--- config.mk ---
export PLATFORM = sky130hd
export DESIGN_NAME = snake_body_engine
export DESIGN_NICKNAME = d
export VERILOG_FILES = /design/src/rtl/snake_pkg.sv /design/src/rtl/step_timer.sv /design/src/rtl/snake_body_engine.sv
export SDC_FILE = /design/constraint.sdc
export NUM_CORES = 1
export LEC_CHECK = 0
export CAP_MARGIN = 5
export CELL_PAD_IN_SITES_DETAIL_PLACEMENT = 1
export CELL_PAD_IN_SITES_GLOBAL_PLACEMENT = 2
export CORE_UTILIZATION = 33
export DETAILED_ROUTE_END_ITERATION = 12
export GPL_TIMING_DRIVEN = 0
export PLACE_DENSITY = 0.88
export SKIP_LAST_GASP = 1
export SYNTH_ARGS = -nofsm -noshare
export SYNTH_HDL_FRONTEND = slang
export SYNTH_SLANG_ARGS = --single-unit
--- constraint.sdc ---
create_clock -name clk -period 19.8 [get_ports clk]
set_clock_uncertainty 0.2 [all_clocks]
set_input_delay 3.96 -clock clk [delete_from_list [all_inputs] [get_ports clk]]
set_output_delay 3.96 -clock clk [all_outputs]
set_load 0.02 [all_outputs]
--- src/rtl/snake_pkg.sv ---
// Shared snake types, sizing defaults and grid position helpers.
package snake_pkg;

    localparam int MAX_LEN         = 16;
    localparam int NUM_LEN         = 10;
    localparam int MAX_LEN_BIT_LEN = 4;
    localparam int COORD           = NUM_LEN / 2;

    typedef logic [1:0]       dir_t;
    typedef logic [NUM_LEN-1:0] pos_t;
    typedef logic [COORD-1:0] coord_t;

    localparam dir_t DIR_UP    = 2'd0;
    localparam dir_t DIR_RIGHT = 2'd1;
    localparam dir_t DIR_DOWN  = 2'd2;
    localparam dir_t DIR_LEFT  = 2'd3;

    typedef enum logic [1:0] {
        ST_IDLE = 2'd0,
        ST_RUN  = 2'd1,
        ST_DEAD = 2'd2
    } state_t;

    function automatic pos_t pack_pos(input coord_t x, input coord_t y);
        return {y, x};
    endfunction

    function automatic coord_t pos_x(input pos_t p);
        return p[COORD-1:0];
    endfunction

    function automatic coord_t pos_y(input pos_t p);
        return p[NUM_LEN-1:COORD];
    endfunction

    // Reversing a direction flips bit 1 (up<->down, right<->left).
    function automatic dir_t opposite(input dir_t d);
        return d ^ 2'b10;
    endfunction

    // One cell in direction d, wrapping at the playfield edges.
    function automatic pos_t next_pos(input pos_t p, input dir_t d,
                                      input int grid_w, input int grid_h);
        coord_t x;
        coord_t y;
        x = pos_x(p);
        y = pos_y(p);
        case (d)
            DIR_UP:    y = (y == '0) ? coord_t'(grid_h - 1) : y - coord_t'(1);
            DIR_DOWN:  y = (y == coord_t'(grid_h - 1)) ? '0 : y + coord_t'(1);
            DIR_LEFT:  x = (x == '0) ? coord_t'(grid_w - 1) : x - coord_t'(1);
            default:   x = (x == coord_t'(grid_w - 1)) ? '0 : x + coord_t'(1);
        endcase
        return pack_pos(x, y);
    endfunction

endpackage

--- src/rtl/step_timer.sv ---
// Game-step divider: counts 0..STEP_CYCLES-1 while enabled, held at 0 otherwise.
module step_timer #(
    parameter int STEP_CYCLES = 25_000_000
) (
    input  logic clk,
    input  logic rst,
    input  logic en,
    output logic tick
);

    localparam int CW = (STEP_CYCLES > 1) ? $clog2(STEP_CYCLES) : 1;

    logic [CW-1:0] count;

    assign tick = en && (count == CW'(STEP_CYCLES - 1));

    // Free-running step counter, wraps on tick and clears when disabled.
    always_ff @(posedge clk or posedge rst) begin
        if (rst) begin
            count <= '0;
        end else if (!en || tick) begin
            count <= '0;
        end else begin
            count <= count + CW'(1);
        end
    end

endmodule

--- src/rtl/snake_body_engine.sv ---
// One player's snake: body shift register, length, direction latch and run state.
// Handshake: none of the inputs are acknowledged; dir_valid qualifies dir_in for one
// cycle, grow is a one-cycle pulse, start and should_stop are levels sampled each clk.
module snake_body_engine
    import snake_pkg::*;
#(
    parameter int MAX_LEN         = snake_pkg::MAX_LEN,
    parameter int NUM_LEN         = snake_pkg::NUM_LEN,
    parameter int MAX_LEN_BIT_LEN = snake_pkg::MAX_LEN_BIT_LEN,
    parameter int GRID_W          = 32,
    parameter int GRID_H          = 24,
    parameter int INIT_X          = 8,
    parameter int INIT_Y          = 12,
    parameter int INIT_DIR        = 1,
    parameter int INIT_LEN        = 3,
    parameter int STEP_CYCLES     = 25_000_000
) (
    input  logic                         clk,
    input  logic                         rst,
    input  logic                         start,
    input  logic [1:0]                   dir_in,
    input  logic                         dir_valid,
    input  logic                         grow,
    input  logic                         should_stop,
    output logic [MAX_LEN*NUM_LEN-1:0]   snake,
    output logic [MAX_LEN_BIT_LEN-1:0]   len,
    output logic                         alive,
    output logic                         step_done,
    output state_t                       state_dbg
);

    localparam logic [MAX_LEN_BIT_LEN-1:0] LEN_MAX   = MAX_LEN_BIT_LEN'(MAX_LEN - 1);
    localparam logic [MAX_LEN_BIT_LEN-1:0] LEN_RESET = MAX_LEN_BIT_LEN'(INIT_LEN);
    localparam dir_t                       DIR_RESET = dir_t'(INIT_DIR);

    // Reset body: a straight line trailing away from the initial heading, every slot filled.
    function automatic logic [MAX_LEN*NUM_LEN-1:0] init_body();
        logic [MAX_LEN*NUM_LEN-1:0] b;
        pos_t                       p;
        b = '0;
        p = pack_pos(coord_t'(INIT_X), coord_t'(INIT_Y));
        for (int i = 0; i < MAX_LEN; i++) begin
            b[i*NUM_LEN +: NUM_LEN] = p;
            p = next_pos(p, opposite(DIR_RESET), GRID_W, GRID_H);
        end
        return b;
    endfunction

    localparam logic [MAX_LEN*NUM_LEN-1:0] INIT_BODY = init_body();

    state_t state;
    dir_t   last_dir;
    dir_t   pend_dir;
    logic   grow_pend;
    logic   tick;
    logic   step;
    dir_t   ref_dir;
    pos_t   next_head;

    assign state_dbg = state;

    step_timer #(
        .STEP_CYCLES(STEP_CYCLES)
    ) u_step_timer (
        .clk (clk),
        .rst (rst),
        .en  (state == ST_RUN),
        .tick(tick)
    );

    // A stop request wins over a step landing in the same cycle.
    assign step      = tick && (state == ST_RUN) && !should_stop;
    assign next_head = next_pos(snake[NUM_LEN-1:0], pend_dir, GRID_W, GRID_H);
    // In a step cycle pend_dir becomes the direction moved, so a new request is
    // checked against it; this keeps a same-cycle request from reversing the snake.
    assign ref_dir   = step ? pend_dir : last_dir;

    // Run-state FSM plus body, length, direction and growth bookkeeping.
    always_ff @(posedge clk or posedge rst) begin
        if (rst) begin
            state     <= ST_IDLE;
            snake     <= INIT_BODY;
            len       <= LEN_RESET;
            last_dir  <= DIR_RESET;
            pend_dir  <= DIR_RESET;
            grow_pend <= 1'b0;
            alive     <= 1'b1;
            step_done <= 1'b0;
        end else begin
            step_done <= step;

            case (state)
                ST_IDLE: begin
                    if (start) begin
                        state <= ST_RUN;
                    end
                end
                ST_RUN: begin
                    if (should_stop) begin
                        state <= ST_DEAD;
                        alive <= 1'b0;
                    end
                end
                default: begin
                    state <= ST_DEAD;
                    alive <= 1'b0;
                end
            endcase

            if (state != ST_DEAD) begin
                if (dir_valid && (dir_in != opposite(ref_dir))) begin
                    pend_dir <= dir_in;
                end

                if (step) begin
                    // A grow arriving in the step cycle still counts for this step.
                    if ((grow_pend || grow) && (len < LEN_MAX)) begin
                        len <= len + MAX_LEN_BIT_LEN'(1);
                    end
                    grow_pend <= 1'b0;
                    snake     <= {snake[(MAX_LEN-1)*NUM_LEN-1:0], next_head};
                    last_dir  <= pend_dir;
                end else if (grow) begin
                    grow_pend <= 1'b1;
                end
            end
        end
    end

endmodule

### Word level (Yosys, flattened, before mapping)

Index checks and enable logic that the tools add are counted.

* logic and storage cells: 70
* register bits: 198
* output and inout bits: 168

* mux-type cells: 15
* bitwise logic cells: 3
* $add $sub $neg: 6
* eq/ne operators: 10
* reductions and logical operators: 24
* $lt $le $gt $ge: 1

Operators by type and width (count)
* 25-bit by 1-bit adder with 25-bit output, second input constant: 1
* 25-bit == test, second input constant: 1
* 25-bit 2-to-1 mux: 1
* 5-bit 2-to-1 mux: 4
* 5-bit one-hot mux with 2 select lines: 2
* 5-bit by 1-bit adder with 5-bit output, second input constant: 2
* 5-bit == test, second input constant: 2
* 5-bit zero test: 2
* 2-bit AND reduction: 5
* 5-bit by 1-bit subtractor with 5-bit output, second input constant: 2
* 3-bit AND reduction: 3
* 2-bit 2-to-1 mux: 3
* 2-bit != test, second input constant: 3
* 1-bit logical AND: 5
* 4-bit by 1-bit adder with 4-bit output, second input constant: 1
* 2-bit == test, second input constant: 2
* 2-bit zero test: 2
* 4-bit < comparator, second input constant: 1
* 2-bit one-hot mux with 2 select lines: 1
* 2-bit nonzero test: 2
* 1-bit 2-to-1 mux: 3
* 1-bit inverter: 3
* 2-bit by 1-bit == test with 1-bit output, second input constant: 1
* 1-bit zero test: 2
* 4 further kinds: 5

### Depth between registers and ports, before layout

Gate-level depths: netlist (run 1).

* word-level depth: 9
* gate-level depth with buffers: 9

### Modules after synthesis

Synthesis (run 1) repeated with hierarchy kept, for this count alone.

* cell total of the unflattened synthesis: 908
* area total of the unflattened synthesis: 8373.0 µm²

By module, submodules not included
* snake_body_engine: cells each 775, times used 1, area an instance 7088.0 µm², sequential area each 4424.2 µm²
* step_timer: cells each 133, times used 1, area an instance 1285.0 µm², sequential area each 625.6 µm²

### Worst setup path before layout (run 1)

Ideal clock, no wire load.

* kind: input port to flip-flop
* from: input port should_stop
* to: register pend_dir[0]
* data arrival time: 5249 ps
* slack: 14269 ps
* data required time: 19519 ps
* path buffers: 0
* library setup time: 81 ps
* stages: 5
* path through: or3_1 > nor3_1 > mux2i_1 > mux2_1 > o211ai_1

* word-level cells in the longest chain between the ends: 7

RTL lines
* from (decl): line snake_body_engine.sv:24 `input logic should_stop,`
* 1-bit zero test (*): line snake_body_engine.sv:72 `assign step = tick && (state == ST_RUN) && !should_stop;`
* 1-bit logical AND (*): line snake_body_engine.sv:72
* 2-bit 2-to-1 mux (*)
* 1-bit inverter (no line)
* 2-bit != test (*): line snake_body_engine.sv:111 `if (dir_valid && (dir_in != opposite(ref_dir))) begin`
* 1-bit logical AND (*): line snake_body_engine.sv:111
* 2-bit AND reduction (no line) (*)
* to (signal assigned): line snake_body_engine.sv:112 `pend_dir <= dir_in;`
* to (decl): line snake_body_engine.sv:53 `dir_t pend_dir;`

Every way passes the cells marked *; elsewhere a longest branch is shown, timed or not.
A chain may end at the register's enable or synchronous reset.

### Final worst setup path (run 1)

* from: input port should_stop
* to: register snake[102]

* word-level cells in the longest chain between the ends: 3

RTL lines
* 1-bit zero test: line snake_body_engine.sv:72
* 1-bit logical AND: line snake_body_engine.sv:72
* 2-bit AND reduction (no line)
* to (signal assigned): line snake_body_engine.sv:121 `snake <= {snake[(MAX_LEN-1)*NUM_LEN-1:0], next_head};`
* to (decl): line snake_body_engine.sv:25 `output logic [MAX_LEN*NUM_LEN-1:0] snake,`

Every way passes these cells.

==> results.yml, run 1 <==
route:
  first_iter_violations: 372
  drtPass1Iterations: 4
  vias: 6730
  vias_per_cell: 4.65
  ant_nets: 0
  drc: 0
  drt-wirelength-per-cell_um: 16.1
  routed_wl_um: 23300
sta:
  tightest_slew_ns: 1.08
  whs_ns: 0.254
  fin_tns_setup_ns: 0
  min_period_ns: 6.09
  max_freq_ghz: 0.164
  finalSetupViolCount: 0
  rsz0062_at_grt: "false"
  period_share_pct: 30.8
  slew_violations: 0
  slew_headroom_pct: 27.3
  hold_viol_final: 0
  finalWorstSetupSlack_ns: 13.71
global_routing:
  grt_max_degree: 108
  antenna_found_initial: 0
  grt_overflow: 0
  grt_pass1_wl_um: 38600
  first_global_vias: 7075
  grt_usage_pct: 18.8
placed_design:
  place_ws_ns: 13.20
  portBuffers: 175
  post_dp_cell_area_um2: 10500
  post-place-cells: 1415
  place_congestion: 0.798
  post-dp-hpwl_um: 17000
flow_run:
  maxCapViolations: 0
synth:
  syn_avg_cell_area_um2: 9.12
  synth_fp_nets: 930
  synthFlopType: "dfrtp_1"
  netlist_area_um2: 8350
  yosysMostFrequentCell: "nand2_1"
  ys_ff_latch: 198
  synth_top_area_cell: "dfrtp_1"
  synth_edf_count: 0
  synthTopCellsByArea: "dfrtp_1, dfstp_2, nand2_1"
  synth.distinct_cells: 49
  yosysTopAreaCellShare_pct: 36.6
  ys_seq_area_share_pct: 60.5
  postSynthCellCount: 915
  async_flop_share_pct: 100
  yosysWarnings: 0
  synth_commonest_cells: "nand2_1, dfrtp_1, dfstp_2"
setup_path:
  critPathTopFamily: "buffers and inverters"
  cp_common_cell: "nand2_1"
  crit_path_top_delay_cell: "nor3_1"
  cp_max_fo: 10
  crit_path_start: "should_stop"
  critPathLaunchType: "input pin"
  worstPathArrival_ns: 6.27
  worstPathCellList: "clkdlybuf4s50_1 -> or3_1 -> nor3_1 -> clkbuf_1 -> buf_2 -> nand2_1 -> nand2_1"
  end_kind: "register"
  crit_type: "in -> reg"
  r2r_start: "u_step_timer.count[19]"
  critPathBufInv: 3
  slowest_delay_ns: 0.51
  cp.required_ns: 19.98
floorplanning:
  die_area_um2: 25900
  num_rows: 57
  start_util_pct: 34.0
  die_y_um: 161
  ioPinCount: 176
  core_area_um2: 24500
  die-width_um: 161
clock_network:
  cts_setup_buffers: 0
  numCtsBuffers: 17
  clk_pin_slew_ns: 0.08
  h-tree-depth: 4
  clock_path_buffers: 2
  cts_root_buf: "clkbuf_16"
  tritoncts: "done"
  clk_latency_ns: 0.44
  post_cts_resized: 0
  cts.sinks: 198
  cts_hold_buf: 0
layout:
  final_nets: 1125
  final_cell_area_um2: 11100
  n_fill_cell: 2858
  antennaDiodeCount: 0
  stdcell_count: 1447
  area_delta_synth_final_pct: 33.0
  post-route-util_pct: 45.3
  layout-drive-gt1-share_pct: 11.8
power_and_ir_drop:
  p_total_uw: 787
  vdd.ir_drop.worst_mv: 0.0409
  leakagePower_nw: 5.20
  p_per_area_nw_per_um2: 70.8
worst_hold_path:
  hold_class: "reg -> reg"
  worstHoldStart: "snake[154]"
status:
  status: "finished, final reports clean"
-- state kept, by name, indices dropped and copies added, names as in the netlist --
name,count
snake,160
u_step_timer.count,25
len,4
last_dir,2
pend_dir,2
state_dbg,2
alive,1
grow_pend,1
step_done,1
-- kinds of logic (layout without fill, tap and decap cells) --
group / Yosys count / in the layout / share of synthesized area (%)
mux: 5 / 5 / 0.629
flops: 198 / 198 / 60.5
simple gates: 582 / 582 / 28.7
fa+ha+maj: 7 / 7 / 1.05
xor+xnor: 34 / 34 / 3.57
buf+inv: 51 / 259 / 2.56
compound gates: 38 / 38 / 2.98
-- layout make-up --
class | instances | area [um2] | share of cell area [%]
Buffer | 41 | 176 | 1.59
Clock buffer | 19 | 433 | 3.90
Clock inverter | 13 | 134 | 1.21
Inverter | 10 | 45.0 | 0.405
Multi-Input combinational cell | 666 | 3090 | 27.8
Sequential cell | 198 | 5050 | 45.5
Tap cell | 324 | 405 | 3.65
Timing Repair Buffer | 176 | 1780 | 16.0
-- tightest hold or removal path, delay by kind of cell (launching register included) --
kind / cells / cell delay, ns
DFF: 1 / 0.37
and+or+nand+nor: 2 / 0.09
-- layer usage --
layer  part of all wire [%]  GRT usage (%)
met1                     47           25.2
met2                     48           31.4
met3                    3.9           3.54
met4                    1.2           4.63
met5                      0              0
-- report_power, final --
part	leakage (nW)	switching, mW	internal [mW]	total (mW)
clock	0.270	0.171	0.168	0.339
combinational	2.46	0.0257	0.0122	0.0379
sequential	2.46	0.00297	0.407	0.410
-- cells in the final DEF (no fill, tap or decap), drive strengths merged, types with 3 or more instances in the layout --
cell           synthesis  routed
xor2                  19      19
nand2                467     467
dfrtp                122     122
nor4                   5       5
a21oi                  7       7
clkinv                 0       4
nor2                  44      44
mux2i                  3       3
and3                   5       5
nor4b                  3       3
clkdlybuf4s50          0     175
buf                   19      20
a31oi                  4       4
nor3                   8       8
inv                   10      17
and4                   4       4
or3                    3       3
o21ai                 11      11
nand4                  9       9
dfstp                 76      76
clkbuf                22      41
xnor2                 15      15
nand3                 15      15
nand2b                 6       6
ha                     7       7
-- worst paths after layout --
kind / to / slack, ns / cells past startpoint
max in group asynchronous: snake[8] / 14.62 / 3
worst min-delay path: snake[154] / 0.25 / 2
min in group asynchronous: snake[106] / 3.82 / 2
worst max register to register: snake[102] / 16.98 / 7
worst min register to register: snake[154] / 0.25 / 2
worst max-delay path: snake[102] / 13.71 / 7
No activity file was read; power rests on OpenSTA's default activity.
==> run 2, diff against run 1 <==
- CORE_UTILIZATION: 33 -> 28
- PLACE_DENSITY: 0.88 -> 0.79
- clock period: 19.8 -> 5.3 ns (I/O delays scaled with it)
==> run 2 against run 1 <==
Wire length rose by 1.5%. Cell count rose by 4.5%. Worst setup slack got worse by 12 ns. Highest routed layer unchanged. Largest power group unchanged. Count of clock-buffer cells in the layout fell by 2. Die area rose by 18%. Via count fell by 0.12%. Core utilization fell by 6.3 points. Combinational power rose to 3.9 times the previous value. Sequential share of layout area fell by 0.83 points. Design area rose by 1.9%. Non-clock buffer count rose by 5. First-iteration DRC count fell by 16%.
==> results.yml, run 2 (synthesis gave the netlist of run 1 again) <==
status:
  status: "finished, final reports clean"
clock_network:
  numCtsBuffers: 17
  clock_path_buffers: 2
  h-tree-depth: 4
  cts_hold_buf: 0
  cts_root_buf: "clkbuf_16"
  cts.sinks: 198
  clk_pin_slew_ns: 0.08
  cts_setup_buffers: 0
  tritoncts: "done"
  post_cts_resized: 0
  clk_latency_ns: 0.45
global_routing:
  grt_pass1_wl_um: 38800
  grt_max_degree: 40
  antenna_found_initial: 0
  grt_usage_pct: 16.2
  grt_overflow: 0
  first_global_vias: 6964
setup_path:
  critPathBufInv: 3
  crit_path_top_delay_cell: "nor3_1"
  crit_type: "in -> reg"
  cp_max_fo: 10
  ff2ff_path_depth: 7
  critPathLaunchType: "input pin"
  slowest_delay_ns: 0.54
  end_kind: "register"
  rrSetupSlack_ns: 2.50
  reg2reg_to: "snake[142]"
  cp.required_ns: 5.48
  worstPathCellList: "clkdlybuf4s50_1 -> or3_1 -> nor3_1 -> clkbuf_1 -> buf_2 -> nand2_1 -> nand2_1"
  critPathTopFamily: "buffers and inverters"
  r2r_start: "u_step_timer.count[0]"
  cp_common_cell: "nand2_1"
  worstPathArrival_ns: 3.42
floorplanning:
  die-width_um: 175
  start_util_pct: 28.8
  die_y_um: 175
  die_area_um2: 30500
  core_area_um2: 29000
  num_rows: 62
  ioPinCount: 176
placed_design:
  post-dp-hpwl_um: 17700
  portBuffers: 175
  place_ws_ns: 1.49
  post_dp_cell_area_um2: 10700
  place_congestion: 0.780
route:
  ant_nets: 0
  vias_per_cell: 4.45
  drt-wirelength-per-cell_um: 15.6
  drc: 0
  drtPass1Iterations: 4
  first_iter_violations: 312
  vias: 6722
  routed_wl_um: 23700
power_and_ir_drop:
  leakagePower_nw: 5.26
  vdd.ir_drop.worst_mv: 0.166
  p_per_area_nw_per_um2: 266
sta:
  min_period_ns: 3.24
  hold_viol_final: 0
  finalSetupViolCount: 0
  max_freq_ghz: 0.308
  slew_violations: 0
  tightest_slew_ns: 1.09
  slew_headroom_pct: 26.3
  rsz0062_at_grt: "false"
  period_share_pct: 61.2
  finalWorstSetupSlack_ns: 2.06
layout:
  n_fill_cell: 3356
  regMostFlops: "snake"
  final_nets: 1130
  final_cell_area_um2: 11300
  area_delta_synth_final_pct: 35.5
  antennaDiodeCount: 0
  top_regs: "snake x160, u_step_timer.count x25, len x4"
  final_cell_mix: "nand2_1, clkdlybuf4s50_1, dfrtp_1"
  final_common_cell: "nand2_1"
  largest_reg_flops: 160
  layout-drive-gt1-share_pct: 12.3
worst_hold_path:
  worstHoldStart: "snake[150]"
  min_path_cells: 2
  worst_hold_path.endpoint: "snake[150]"
  hold_class: "reg -> reg"
flow_run:
  maxCapViolations: 0
## run 2: changes by cell type in the layout (fill, tap and decap cells not counted), sizes merged
cell      before  now
buf           20   25
clkinv         4    8
clkbuf        41   39
clkinvlp       2    1
inv           17   16
## run 2: power breakdown
| group | leakage (nW) | switching [mW] | internal (mW) |
|---|---|---|---|
| clock network | 0.295 | 0.684 | 0.641 |
| logic | 2.50 | 0.0955 | 0.0529 |
| registers | 2.46 | 0.0113 | 1.52 |
## run 2: routing by layer
metal | share of wire [%] | vias up | global-route usage, %
li1 | - | 3302 | -
met1 | 48 | 3268 | 22.3
met2 | 47 | 133 | 26.5
met3 | 3.1 | 19 | 2.61
met4 | 1.1 | 0 | 4.06
met5 | 0 | - | 0
## run 2: area by class of cell
class                   count  area [um2]  area share [%]
flip-flops and latches    198        5050            44.6
well taps                 384         480            4.25
clock inverters            15         176            1.56
repair buffers            181        1880            16.6
multi-input cells         666        3090            27.3
inverters                  10        41.3           0.365
clock buffers              17         425            3.76
plain buffers              41         176            1.56
## run 2: tightest hold or removal path, delay by kind of cell (launching register included)
kind / cells / cell delay (ns)
flops: 1 / 0.37
simple gates: 2 / 0.09
## run 2: per-stage QoR
| step | hold WS, ns | power, mW | cells | util, % | TNS (ns) |
|---|---|---|---|---|---|
| global route | 0.274 | 3.13 | 1512 | 39.0 | 0 |
| detailed placement | 0.252 | 1.71 | 1480 | 36.9 | 0 |
| finish | 0.260 | 3.00 | 1512 | 39.0 | 0 |
| global placement | 0.240 | 1.69 | 1474 | 36.5 | -31.05 |
| CTS | 0.263 | 3.05 | 1512 | 39.0 | 0 |
| floorplan | 0.263 | 1.65 | 915 | - | 0 |
## run 2: worst max-delay path by stage
stage,start,endpoint,slack (ns),cells after the start
2_1_floorplan,rst,grow_pend,1.54,1
3_3_place_gp,rst,snake[44],-0.27,2
3_5_place_dp,should_stop,snake[100],1.49,7
4_1_cts,should_stop,snake[142],1.95,7
5_1_grt,should_stop,snake[142],1.80,7
6_report,should_stop,snake[142],2.06,7
==> run 3, diff against run 2 <==
- clock period: 5.3 -> 2.6 ns (I/O delays scaled with it)
==> run 3 against run 2 <==
Worst setup slack worse by 2.0 ns. Via count grew 1.3%. Wire length is 1.1% higher. Non-clock buffer count up 9. Combinational power increased by 100%. Clock power rose by 100%. Die area stayed put. Power is 100% higher.
==> results.yml, run 3 (synthesis gave the netlist of run 1 again) <==
flow_run:
  maxCapViolations: 0
power_and_ir_drop:
  vdd.ir_drop.worst_mv: 0.342
  leakagePower_nw: 5.39
  netSwitchingFraction_pct: 26.3
  power.share.clock_pct: 44.1
  p_per_area_nw_per_um2: 533
  p_total_mw: 6.13
  cell_internal_pwr_mw: 4.51
  pwr-share-comb_pct: 4.9
  p_switching_mw: 1.61
  p_seq_share_pct: 51.0
route:
  routed_wl_um: 23900
  vias_per_cell: 4.48
  drtPass1Iterations: 4
  ant_nets: 0
  drc: 0
  vias: 6807
  drt-wirelength-per-cell_um: 15.7
  first_iter_violations: 327
clock_network:
  clock_path_buffers: 2
  tritoncts: "done"
  numCtsBuffers: 17
  h-tree-depth: 4
  cts.sinks: 198
  cts_root_buf: "clkbuf_16"
  clk_pin_slew_ns: 0.08
  clk_latency_ns: 0.44
  cts_hold_buf: 0
layout:
  final_nets: 1139
  final_common_cell: "nand2_1"
  antennaDiodeCount: 0
  largest_reg_flops: 160
  area_delta_synth_final_pct: 37.7
  top_regs: "snake x160, u_step_timer.count x25, len x4"
  regMostFlops: "snake"
  layout-drive-gt1-share_pct: 14.9
  final_cell_mix: "nand2_1, clkdlybuf4s50_1, dfrtp_1"
  final_cell_area_um2: 11500
status:
  status: "finished, final reports clean"
sta:
  min_period_ns: 2.58
  max_freq_ghz: 0.388
  slew_headroom_pct: 50.9
  slew_violations: 0
  finalWorstSetupSlack_ns: 0.0225
  period_share_pct: 99.1
  finalSetupViolCount: 0
  tightest_slew_ns: 0.726
  rsz0062_at_grt: "true"
  hold_viol_final: 0
placed_design:
  portBuffers: 175
  post_dp_cell_area_um2: 10700
  place_congestion: 0.780
  post-dp-hpwl_um: 17700
  place_ws_ns: -0.672
setup_path:
  cp.required_ns: 2.73
  worstPathArrival_ns: 2.71
  ff2ff_path_depth: 7
  end_kind: "register"
  r2r_start: "u_step_timer.count[23]"
  cp-endpoint: "len[3]"
  critPathLaunchType: "register"
  cp_max_fo: 4
  cp_common_cell: "nand4_1"
  worstPathCellList: "or4b_4 -> nor4_4 -> nand4_1 -> buf_4 -> a311oi_4 -> nand4_1 -> xnor2_1"
  slowest_delay_ns: 0.57
  reg2reg_to: "len[3]"
  crit_path_start: "u_step_timer.count[23]"
  crit_path_top_delay_cell: "or4b_4"
  critPathTopFamily: "simple AND/OR/NAND/NOR gates"
  critPathBufInv: 1
  crit_type: "reg -> reg"
  rrSetupSlack_ns: 0.02
  worstSetupPathDepth: 7
floorplanning:
  die-width_um: 175
  core_area_um2: 29000
  start_util_pct: 28.8
  num_rows: 62
  die_y_um: 175
  die_area_um2: 30500
  ioPinCount: 176
worst_hold_path:
  hold_class: "in -> async"
global_routing:
  grt_usage_pct: 16.2
  grt_max_degree: 40
  grt_pass1_wl_um: 38800
  antenna_found_initial: 0
  grt_overflow: 0
  first_global_vias: 6977
-- run 3: how the worst min path moves through the flow --
stage                                 end  depth (start not counted)       start  slack [ns]
global route                   snake[153]                          2  snake[153]        0.27
global placement               snake[153]                          2  snake[153]        0.24
finish              u_step_timer.count[7]                          2         rst        0.26
CTS                 u_step_timer.count[9]                          2         rst        0.26
floorplan                       grow_pend                          2   grow_pend        0.26
detailed placement             snake[150]                          2  snake[150]        0.25
-- run 3: metrics by stage --
| stage | setup TNS [ns] | utilization [%] | instances | hold slack (ns) |
|---|---|---|---|---|
| after global routing | -2.11 | 39.6 | 1521 | 0.274 |
| after global placement | -485.79 | 36.5 | 1474 | 0.240 |
| final | 0 | 39.6 | 1521 | 0.259 |
| after CTS | -0.302 | 39.2 | 1513 | 0.261 |
| after detailed placement | -85.29 | 36.9 | 1480 | 0.252 |
| after floorplan | -75.43 | - | 915 | 0.263 |
-- run 3: power groups by stage --
stage	clock, mW	sequential, mW	combinational [mW]
after floorplan	0	3.18	0.196
after global placement	0	3.18	0.277
after detailed placement	0	3.18	0.308
after CTS	2.79	3.12	0.309
after global routing	2.91	3.12	0.342
final	2.70	3.12	0.302
-- run 3: routing by layer --
metal | GRT usage, % | wire length [um] | part of all wire (%) | up-vias
met4 | 4.06 | 265 | 1.1 | 0
met3 | 2.61 | 661 | 2.8 | 21
li1 | - | - | - | 3324
met5 | 0 | 0 | 0 | -
met2 | 26.5 | 11500 | 48 | 137
met1 | 22.3 | 11500 | 48 | 3325
-- run 3: area by class of cell --
type	instances	area, um2
clock buffer	17	425
fill	3345	17500
inverter	10	41.3
multi-input combinational	666	3140
tap	384	480
clock inverter	15	176
timing repair buffer	190	1950
sequential	198	5050
buffer	41	238
-- run 3: repair_timing --
action                                  4_1_cts  5_1_grt
buffers inserted                              1        8
endpoints found under the setup margin      151      169
resized for setup                            19       34
pin swaps                                     1        7
